`src/rtl/processor_core_pkg.sv`:
```
// Shared types, default widths and saturating arithmetic for the neuron processor core.
package processor_core_pkg;

    typedef enum logic {
        ACCUM = 1'b0,
        EMIT  = 1'b1
    } state_t;

    localparam int NUM_NEURONS_DEF = 8;
    localparam int POT_W_DEF       = 8;
    localparam int W_W_DEF         = 4;
    localparam int THR_RESET_DEF   = 16;

    // Signed add clamped to the range of a w-bit two's-complement value.
    function automatic int sat_add(input int a, input int b, input int w);
        int sum;
        int hi;
        int lo;
        sum = a + b;
        hi  = (1 << (w - 1)) - 1;
        lo  = -hi - 1;
        if (sum > hi) begin
            return hi;
        end
        if (sum < lo) begin
            return lo;
        end
        return sum;
    endfunction

endpackage

```
`src/rtl/processor_core.sv`:
```
// Integrate-and-fire neuron core: accumulates weighted tokens, then scans
// all neurons on tock and emits one output token per neuron at threshold.
module processor_core
    import processor_core_pkg::*;
#(
    parameter int NUM_NEURONS = NUM_NEURONS_DEF,
    parameter int POT_W       = POT_W_DEF,
    parameter int W_W         = W_W_DEF,
    parameter int THR_RESET   = THR_RESET_DEF,
    localparam int IDX_W      = $clog2(NUM_NEURONS)
) (
    input  logic                    clk,
    input  logic                    rst_n,
    input  logic                    tok_in_valid,
    output logic                    tok_in_ready,
    input  logic [IDX_W-1:0]        tok_in_idx,
    input  logic signed [W_W-1:0]   tok_in_weight,
    input  logic                    tock,
    output logic                    tok_out_valid,
    input  logic                    tok_out_ready,
    output logic [IDX_W-1:0]        tok_out_idx,
    input  logic                    cfg_we,
    input  logic [IDX_W-1:0]        cfg_addr,
    input  logic signed [POT_W-1:0] cfg_data,
    output logic                    busy,
    output logic                    done
);

    logic signed [POT_W-1:0] pot [NUM_NEURONS];
    logic signed [POT_W-1:0] thr [NUM_NEURONS];
    state_t                  state;
    state_t                  state_nxt;
    logic [IDX_W-1:0]        ptr;
    logic                    fire;
    logic                    last;
    logic                    advance;
    logic                    accept_in;
    logic signed [POT_W-1:0] pot_sum;

    always_comb begin
        fire      = (state == EMIT) && (pot[ptr] >= thr[ptr]);
        last      = (ptr == IDX_W'(NUM_NEURONS - 1));
        advance   = (state == EMIT) && (!fire || tok_out_ready);
        accept_in = (state == ACCUM) && tok_in_valid;
        pot_sum   = POT_W'(sat_add(int'(pot[tok_in_idx]), int'(tok_in_weight), POT_W));
    end

    always_comb begin
        state_nxt = state;
        case (state)
            ACCUM:   if (tock) state_nxt = EMIT;
            EMIT:    if (advance && last) state_nxt = ACCUM;
            default: state_nxt = ACCUM;
        endcase
    end

    always_ff @(posedge clk or negedge rst_n) begin
        if (!rst_n) begin
            state <= ACCUM;
            ptr   <= '0;
            busy  <= 1'b0;
            done  <= 1'b0;
        end else begin
            state <= state_nxt;
            busy  <= (state_nxt == EMIT);
            done  <= advance && last;
            if ((state == ACCUM) && tock) begin
                ptr <= '0;
            end else if (advance) begin
                ptr <= ptr + 1'b1;
            end
        end
    end

    // Input integration and fire-clear never coincide: they belong to different states.
    always_ff @(posedge clk or negedge rst_n) begin
        if (!rst_n) begin
            for (int i = 0; i < NUM_NEURONS; i++) begin
                pot[i] <= '0;
                thr[i] <= POT_W'(THR_RESET);
            end
        end else begin
            if (accept_in) begin
                pot[tok_in_idx] <= pot_sum;
            end else if (fire && tok_out_ready) begin
                pot[ptr] <= '0;
            end
            if (cfg_we) begin
                thr[cfg_addr] <= cfg_data;
            end
        end
    end

    always_comb begin
        tok_in_ready  = (state == ACCUM);
        tok_out_valid = fire;
        tok_out_idx   = ptr;
    end

endmodule

```
`config.mk`:
```
export PLATFORM = sky130hd
export DESIGN_NAME = processor_core
export DESIGN_NICKNAME = d
export VERILOG_FILES = /design/src/rtl/processor_core_pkg.sv /design/src/rtl/processor_core.sv
export SDC_FILE = /design/constraint.sdc
export NUM_CORES = 1
export LEC_CHECK = 0
export CAP_MARGIN = 25
export CORE_MARGIN = 1
export CORE_UTILIZATION = 55
export CTS_CLUSTER_DIAMETER = 200
export CTS_CLUSTER_SIZE = 12
export DETAILED_ROUTE_END_ITERATION = 8
export PLACE_DENSITY = 0.84
export SYNTH_ARGS = -nofsm -noshare
export SYNTH_HDL_FRONTEND = slang
export SYNTH_SLANG_ARGS = --single-unit
```
`constraint.sdc`:
```
create_clock -name clk -period 3.7 [get_ports clk]
set_input_delay 0.555 -clock clk [delete_from_list [all_inputs] [get_ports clk]]
set_output_delay 0.555 -clock clk [all_outputs]
set_load 0.01 [all_outputs]
```
==> parameters.txt <==
Parameter                              Value

Run status
  Result of the run    finished, final reports clean

STA
  Final-layout setup total negative slack    0 ps
  Achievable frequency    276 MHz
  Hold Worst Slack    193 ps
  Final setup viols    0
  Setup slack after layout    70.4 ps
  Fin Clk Skew    11.5 ps
  Final count of hold timing violations    0
  Transition time at the pin with the least slew margin    881 ps
  Final max-slew violation count    0
  Period utilisation layout    98.1%
  Min Clock Period, post-route    3630 ps
  Slew headroom    40.9%

Drt
  Wirelength per Cell    24.4 µm
  1st-pass router iterations    5
  Number of design rule violations left after detail routing    0
  Total Wirelength    19800 µm
  Drt initial violations    383
  Vias per cell    6.80
  Detailed-route via count    ~5500
  Post-DRT Antenna Nets    0

Setup path
  Worst Path Arrival    3070 ps
  Sort of element at the end of the critical path    output pin
  Highest net fanout along the worst path    6
  Category of the critical setup timing path    reg -> out
  Required arrival time at the worst endpoint    3140 ps
  Cells traversed along the worst timing path    and3_4 -> buf_12 -> buf_4 -> a22oi_1 -> nand4_1 -> ha_2 -> a211oi_2 -> nand2_1 -> a31oi_4 -> o21ai_1 -> and3_1 -> clkbuf_2
  Cell type of the slowest stage on the worst timing path    sky130_fd_sc_hd__dfrtp_2
  Critical path's largest stage delay    460 ps
  Critical path's top delay family    compound AO/OA/AOI/OAI gates
  Critical Path Start Type    register
  Critical path buffers and inverters    3

Synth
  Ys async rst share    between 90% and 100%
  Count of flip-flops with a built-in enable after synthesis    0
  Post-synthesis area per instance    ~13 µm²
  Net count of the mapped netlist    575
  Top-area cell type share of the netlist area    44.9%
  Sequential-to-total area share from yosys stat    47.9%
  Parity-gate share of the synthesized area counting xor and xnor cells    0.628%
  Synth top cells by count    sky130_fd_sc_hd__dfrtp_1 (125), sky130_fd_sc_hd__mux2_2 (71), sky130_fd_sc_hd__a22oi_1 (50), sky130_fd_sc_hd__o2bb2ai_1 (48), sky130_fd_sc_hd__ha_1 (18)
  Most instantiated library cell after synthesis    sky130_fd_sc_hd__dfrtp_1
  Number of standard cells after synthesis    532
  Compound-Gate Fraction of Synth Area    20.4%
  Cell Area, Synth    6970 µm²
  Post-synthesis adder-cell area fraction    3.52%
  Multiplexer share of the synthesized area    16.6%
  Warning count from the yosys run    0
  Number of synthesized register bits    133
  Largest family of logic cells by synthesized area    compound AO/OA/AOI/OAI gates
  Yosys top cell by area    sky130_fd_sc_hd__dfrtp_1
  Post-synthesis share of cell area spent on and, or, nand and nor gates    a little under a tenth
  Distinct cells, synth    62
  Cell types with the largest area share after synthesis    sky130_fd_sc_hd__dfrtp_1 (45%), sky130_fd_sc_hd__mux2_2 (11%), sky130_fd_sc_hd__o2bb2ai_1 (6.0%)
  Predominant post-synthesis flop cell    sky130_fd_sc_hd__dfrtp_1

Die
  I/O pins    31
  Starting Density    57.3%
  Die Span X    between 100 and 150 µm
  Total core area    roughly 12000 µm²
  Die Y-Extent    115 µm
  Die footprint    13100 µm²
  Rows    40

Placement
  HPWL after DPL    13200 µm
  Port bufs    30
  Worst Setup Slack post-DPL    -355 ps
  Final Wtd Congestion    0.981
  Post-Place Cells    771

Power and ir drop
  Peak supply drop    between 0.5 and 0.6 mV
  Total power consumption of the routed design    ~7.4 mW
  Power per cell area    between 800 and 900 nW/µm²
  LEAKAGE    3.72 nW

Clocking
  Clk root buf    sky130_fd_sc_hd__clkbuf_16
  Clock insertion delay at the later pin of the skew report    around 430 ps
  Total clock buffers created by CTS    17
  CTS tree    done
  Maximum count of clock buffers along a single path    2
  Clock transition at the registers of the reported paths    50 ps
  CTS H-tree lvls    4
  Number of sinks handled by clock tree synthesis    133

Layout
  Fin nets    671
  Total of fill cells in the finished design    796
  Area growth from synthesis to final layout    25.2%
  Number of non-filler instances in the completed layout    between 800 and 900
  Number of inserted diodes    0
  Layout cells sized above 1    39.8%

Global route
  Wire length of the first global-routing pass    31500 µm
  Global router's overall resource usage    32.6%
  Maximum number of pins on one net before global-route repair    78
  Initial antenna violation count    0
  Vias in the first global route    ~5700
  Grt total ovfl    0

Hold path
  Worst min path class    in -> async

Job
  Max-cap viol count    0
[placed cells by master, fill, tap and decap left out, drive strengths merged, types with 3 or more instances in the layout]
master	instances
nand4	9
bufinv	3
nor3b	7
o2bb2ai	48
a221oi	7
nand2	19
dfstp	8
a22oi	51
clkinv	4
clkdlybuf4s50	27
a32o	10
inv	3
clkbuf	24
buf	71
dfrtp	125
a22o	15
mux4	15
a21o	4
xnor2	3
ha	18
nand4b	4
o22ai	4
nor2	17
o21ai	6
a21oi	10
mux2	71
nor3	5
nand2b	8
and3	12
[per-layer routing]
| layer | GRT usage [%] | vias up | routed length [µm] |
|---|---|---|---|
| met5 | 0 | - | 0 |
| li1 | - | 2335 | - |
| met4 | 14.2 | 0 | 606 |
| met1 | 41.3 | 2782 | 7640 |
| met3 | 6.56 | 61 | 1640 |
| met2 | 54.7 | 327 | 9870 |
[sequential cells by signal, indices dropped and copies added, names as in the netlist]
name	flops
done	1
pot	64
state	1
thr	64
tok_out_idx	3
[cell type report]
type / count / area (µm²) / area share [%]
Inverter: 2 / 7.51 / 0.0860
Timing Repair Buffer: 100 / 961 / 11.0
Tap cell: 168 / 210 / 2.41
Clock inverter: 9 / 126 / 1.45
Clock buffer: 23 / 458 / 5.24
Multi-Input combinational cell: 374 / 3630 / 41.5
Sequential cell: 133 / 3340 / 38.3
[report_power, final]
group	internal [mW]	total [mW]	leakage, nW	switching [mW]
logic	1.71	3.51	1.75	1.80
registers	1.87	2.25	1.69	0.374
clock network	1.07	1.68	0.285	0.612
total	4.65	7.44	3.72	2.78
[stage by stage]
stage | util (%) | cell area [µm²]
floorplan | - | 6970
global placement | 65.5 | 7960
detailed placement | 65.5 | 7960
CTS | 71.5 | 8700
global route | 71.8 | 8730
finish | 71.8 | 8730
[cell families after synthesis]
| family | after synthesis |
|---|---|
| XOR/XNOR | 5 |
| adder cells (fa/ha/maj) | 19 |
| AND/OR/NAND/NOR | 95 |
| buffers and inverters | 25 |
| multiplexers | 88 |
| flip-flops | 133 |
| AO/OA/AOI/OAI | 167 |
[final timing paths]
path / from / endpoint / slack [ps] / cells past startpoint
setup reg to reg: tok_out_idx[1]$_DFFE_PN0P_ / pot[7]$_DFFE_PN0P_ / 280 / 14
hold / removal: rst_n / thr[57]$_DFFE_PN0P_ / 190 / 1
max in group asynchronous: rst_n / thr[20]$_DFFE_PN1P_ / 2640 / 2
setup / recovery: tok_out_idx[2]$_DFFE_PN0P_ / tok_out_valid / 70 / 12
hold reg to reg: thr[22]$_DFFE_PN0P_ / thr[22]$_DFFE_PN0P_ / 510 / 1
min in group clk: thr[22]$_DFFE_PN0P_ / thr[22]$_DFFE_PN0P_ / 510 / 1
[repair_timing]
action	CTS	global route
pin swaps	9	8
hold buffers	0	0
setup endpoints to repair	1	54
buffers inserted	6	0
gates resized for setup	21	10
Note: power is estimated with default switching activity, not from simulation.
==> RTL change (config.mk and constraints unchanged) <==
Set the package constant `NUM_NEURONS_DEF` to 32 (it was 8).
--- a/src/rtl/processor_core_pkg.sv
+++ b/src/rtl/processor_core_pkg.sv
@@ -6,7 +6,7 @@
         EMIT  = 1'b1
     } state_t;
 
-    localparam int NUM_NEURONS_DEF = 8;
+    localparam int NUM_NEURONS_DEF = 32;
     localparam int POT_W_DEF       = 8;
     localparam int W_W_DEF         = 4;
     localparam int THR_RESET_DEF   = 16;
Ports: changed (resized cfg_addr, tok_in_idx and tok_out_idx); port bits go from 31 to 37. The function was not compared with the original's and may differ.
==> RTL change against the original RTL <==
The flow now finishes with violations (design-rule violations, negative setup slack); synthesized cell count increased to 3.4 times the old value; power grew to 3.3 times the old value; clock power rose to 2.8 times the old value; wire length rose to 4.7 times the old value; sequential cell count is 386 higher; synthesized area grew to 3.7 times the old value; first-iteration DRC count grew to 6.9 times the old value; hold slack worse by 0.11 ns; via count rose to 3.7 times the old value; setup slack worse by 1.1 ns; critical path depth unchanged; cell area grew to 3.8 times the old value; count of clock-buffer cells in the layout increased by 50; critical endpoint unchanged.
==> RTL change: results (changes against the original RTL) <==
[sta]
holdWs_ns = 0.0823  ; was 0.193 ns
setup_violations = 264  ; was 0
tightest_slew_ns = 1.06  ; was 0.881 ns
setup_ws_ns = -1.03  ; was 0.0704 ns
setup_tns_ns = -196.78  ; was 0 ns

[synthesis]
synth_cell_type_count = 61  ; was 62
ys_seq_elements = 519  ; was 133
ys_top_cells_by_count = 487 x dfrtp_1, 256 x mux2_2, 192 x mux4_2, 185 x o2bb2ai_1, 84 x a22oi_1  ; was 125 x dfrtp_1, 71 x mux2_2, 50 x a22oi_1, 48 x o2bb2ai_1, 18 x ha_1
synthTopCellsByArea = dfrtp_1 47%, mux4_2 17%, mux2_2 11%  ; was dfrtp_1 45%, mux2_2 11%, o2bb2ai_1 6.0%

[detailed_routing]
drc = 12  ; was 0
dr_total_vias = 20400  ; was 5505
drt-met1-wl_mm = 31.5  ; was 7.64 mm
firstDrtPassIters = 9  ; was 5
drt_iter0_drc = 2655  ; was 383
wirelength_mm = 92.2  ; was 19.8 mm
dr.max_layer_used = met5  ; was met4

[place]
dp_cells = 2577  ; was 771
dp_slack_ns = -0.635  ; was -0.355 ns
dp_hpwl_mm = 54.6  ; was 13.2 mm
postPlaceCellArea_um2 = 29400  ; was 7960 um^2
port_buffers = 36  ; was 30

[cells_and_area]
drive_above_1_share = 0.565  ; was 0.398
num-fill-cells = 2761  ; was 796
inverters_excl_clock = 7  ; was 2
num_antenna_cells = 1  ; was 0
multi_input_cells = 1119  ; was 374
fin_cells = 2704  ; was 809
nNonClkBuffers = 374  ; was 100
seqCellArea_um2 = 13000  ; was 3340 um^2
clk_share = 0.0415  ; was 0.0669
buffer_area_frac = 0.114  ; was 0.110

[pwr]
vdd_drop_max_v = 0.000462  ; was 0.000500 V
p_switching_w = 0.00932  ; was 0.00278 W

[global_route]
grt_pass1_vias = 20700  ; was 5748
grt_max_degree = 114  ; was 78
met1_usage = 0.450  ; was 0.413
antenna_found_initial = 3  ; was 0
met3_usage = 0.0709  ; was 0.0656

[clock_network]
cts-resized-gates = 116  ; was 21
clk_latency_ns = 0.62  ; was 0.43 ns
clk_path_buf_depth = 3  ; was 2
cts_buffers = 49  ; was 17

[status]
status = complete, but fails checks  ; was finished clean
violations = design-rule violations, negative setup slack

[critical_path]
ff2ff_path_depth = 16  ; was 14
reg2reg_to = pot[65]  ; was pot[7]
r2r_slack_ns = -0.86  ; was 0.28 ns

[die]
core_um2 = 46700  ; was 12200 um^2

-- RTL change: changes by cell type in the layout (fill, tap and decap cells not counted), sizes merged, moves of 51 or more --
cell	delta
dfrtp	+362
buf	+269
mux2	+185
mux4	+177
o2bb2ai	+167
clkbuf	+51
-- RTL change: cells by family after synthesis --
family / Yosys count / share of synthesized area
AO/OA/AOI/OAI: 450 / 0.147
multiplexers: 450 / 0.277
AND/OR/NAND/NOR: 189 / 0.0368
adder cells (fa/ha/maj): 24 / 0.0117
buffers and inverters: 154 / 0.0264
XOR/XNOR: 6 / 0.00201
flip-flops: 519 / 0.499
-- RTL change: power groups by stage --
stage / sequential, W / combinational (W) / clock [W]
5_1_grt: 0.00767 / 0.0122 / 0.00491
3_5_place_dp: 0.00749 / 0.00866 / 0
2_1_floorplan: 0.00726 / 0.00511 / 0
3_3_place_gp: 0.00739 / 0.00842 / 0
6_report: 0.00762 / 0.0119 / 0.00472
4_1_cts: 0.00744 / 0.00992 / 0.00468
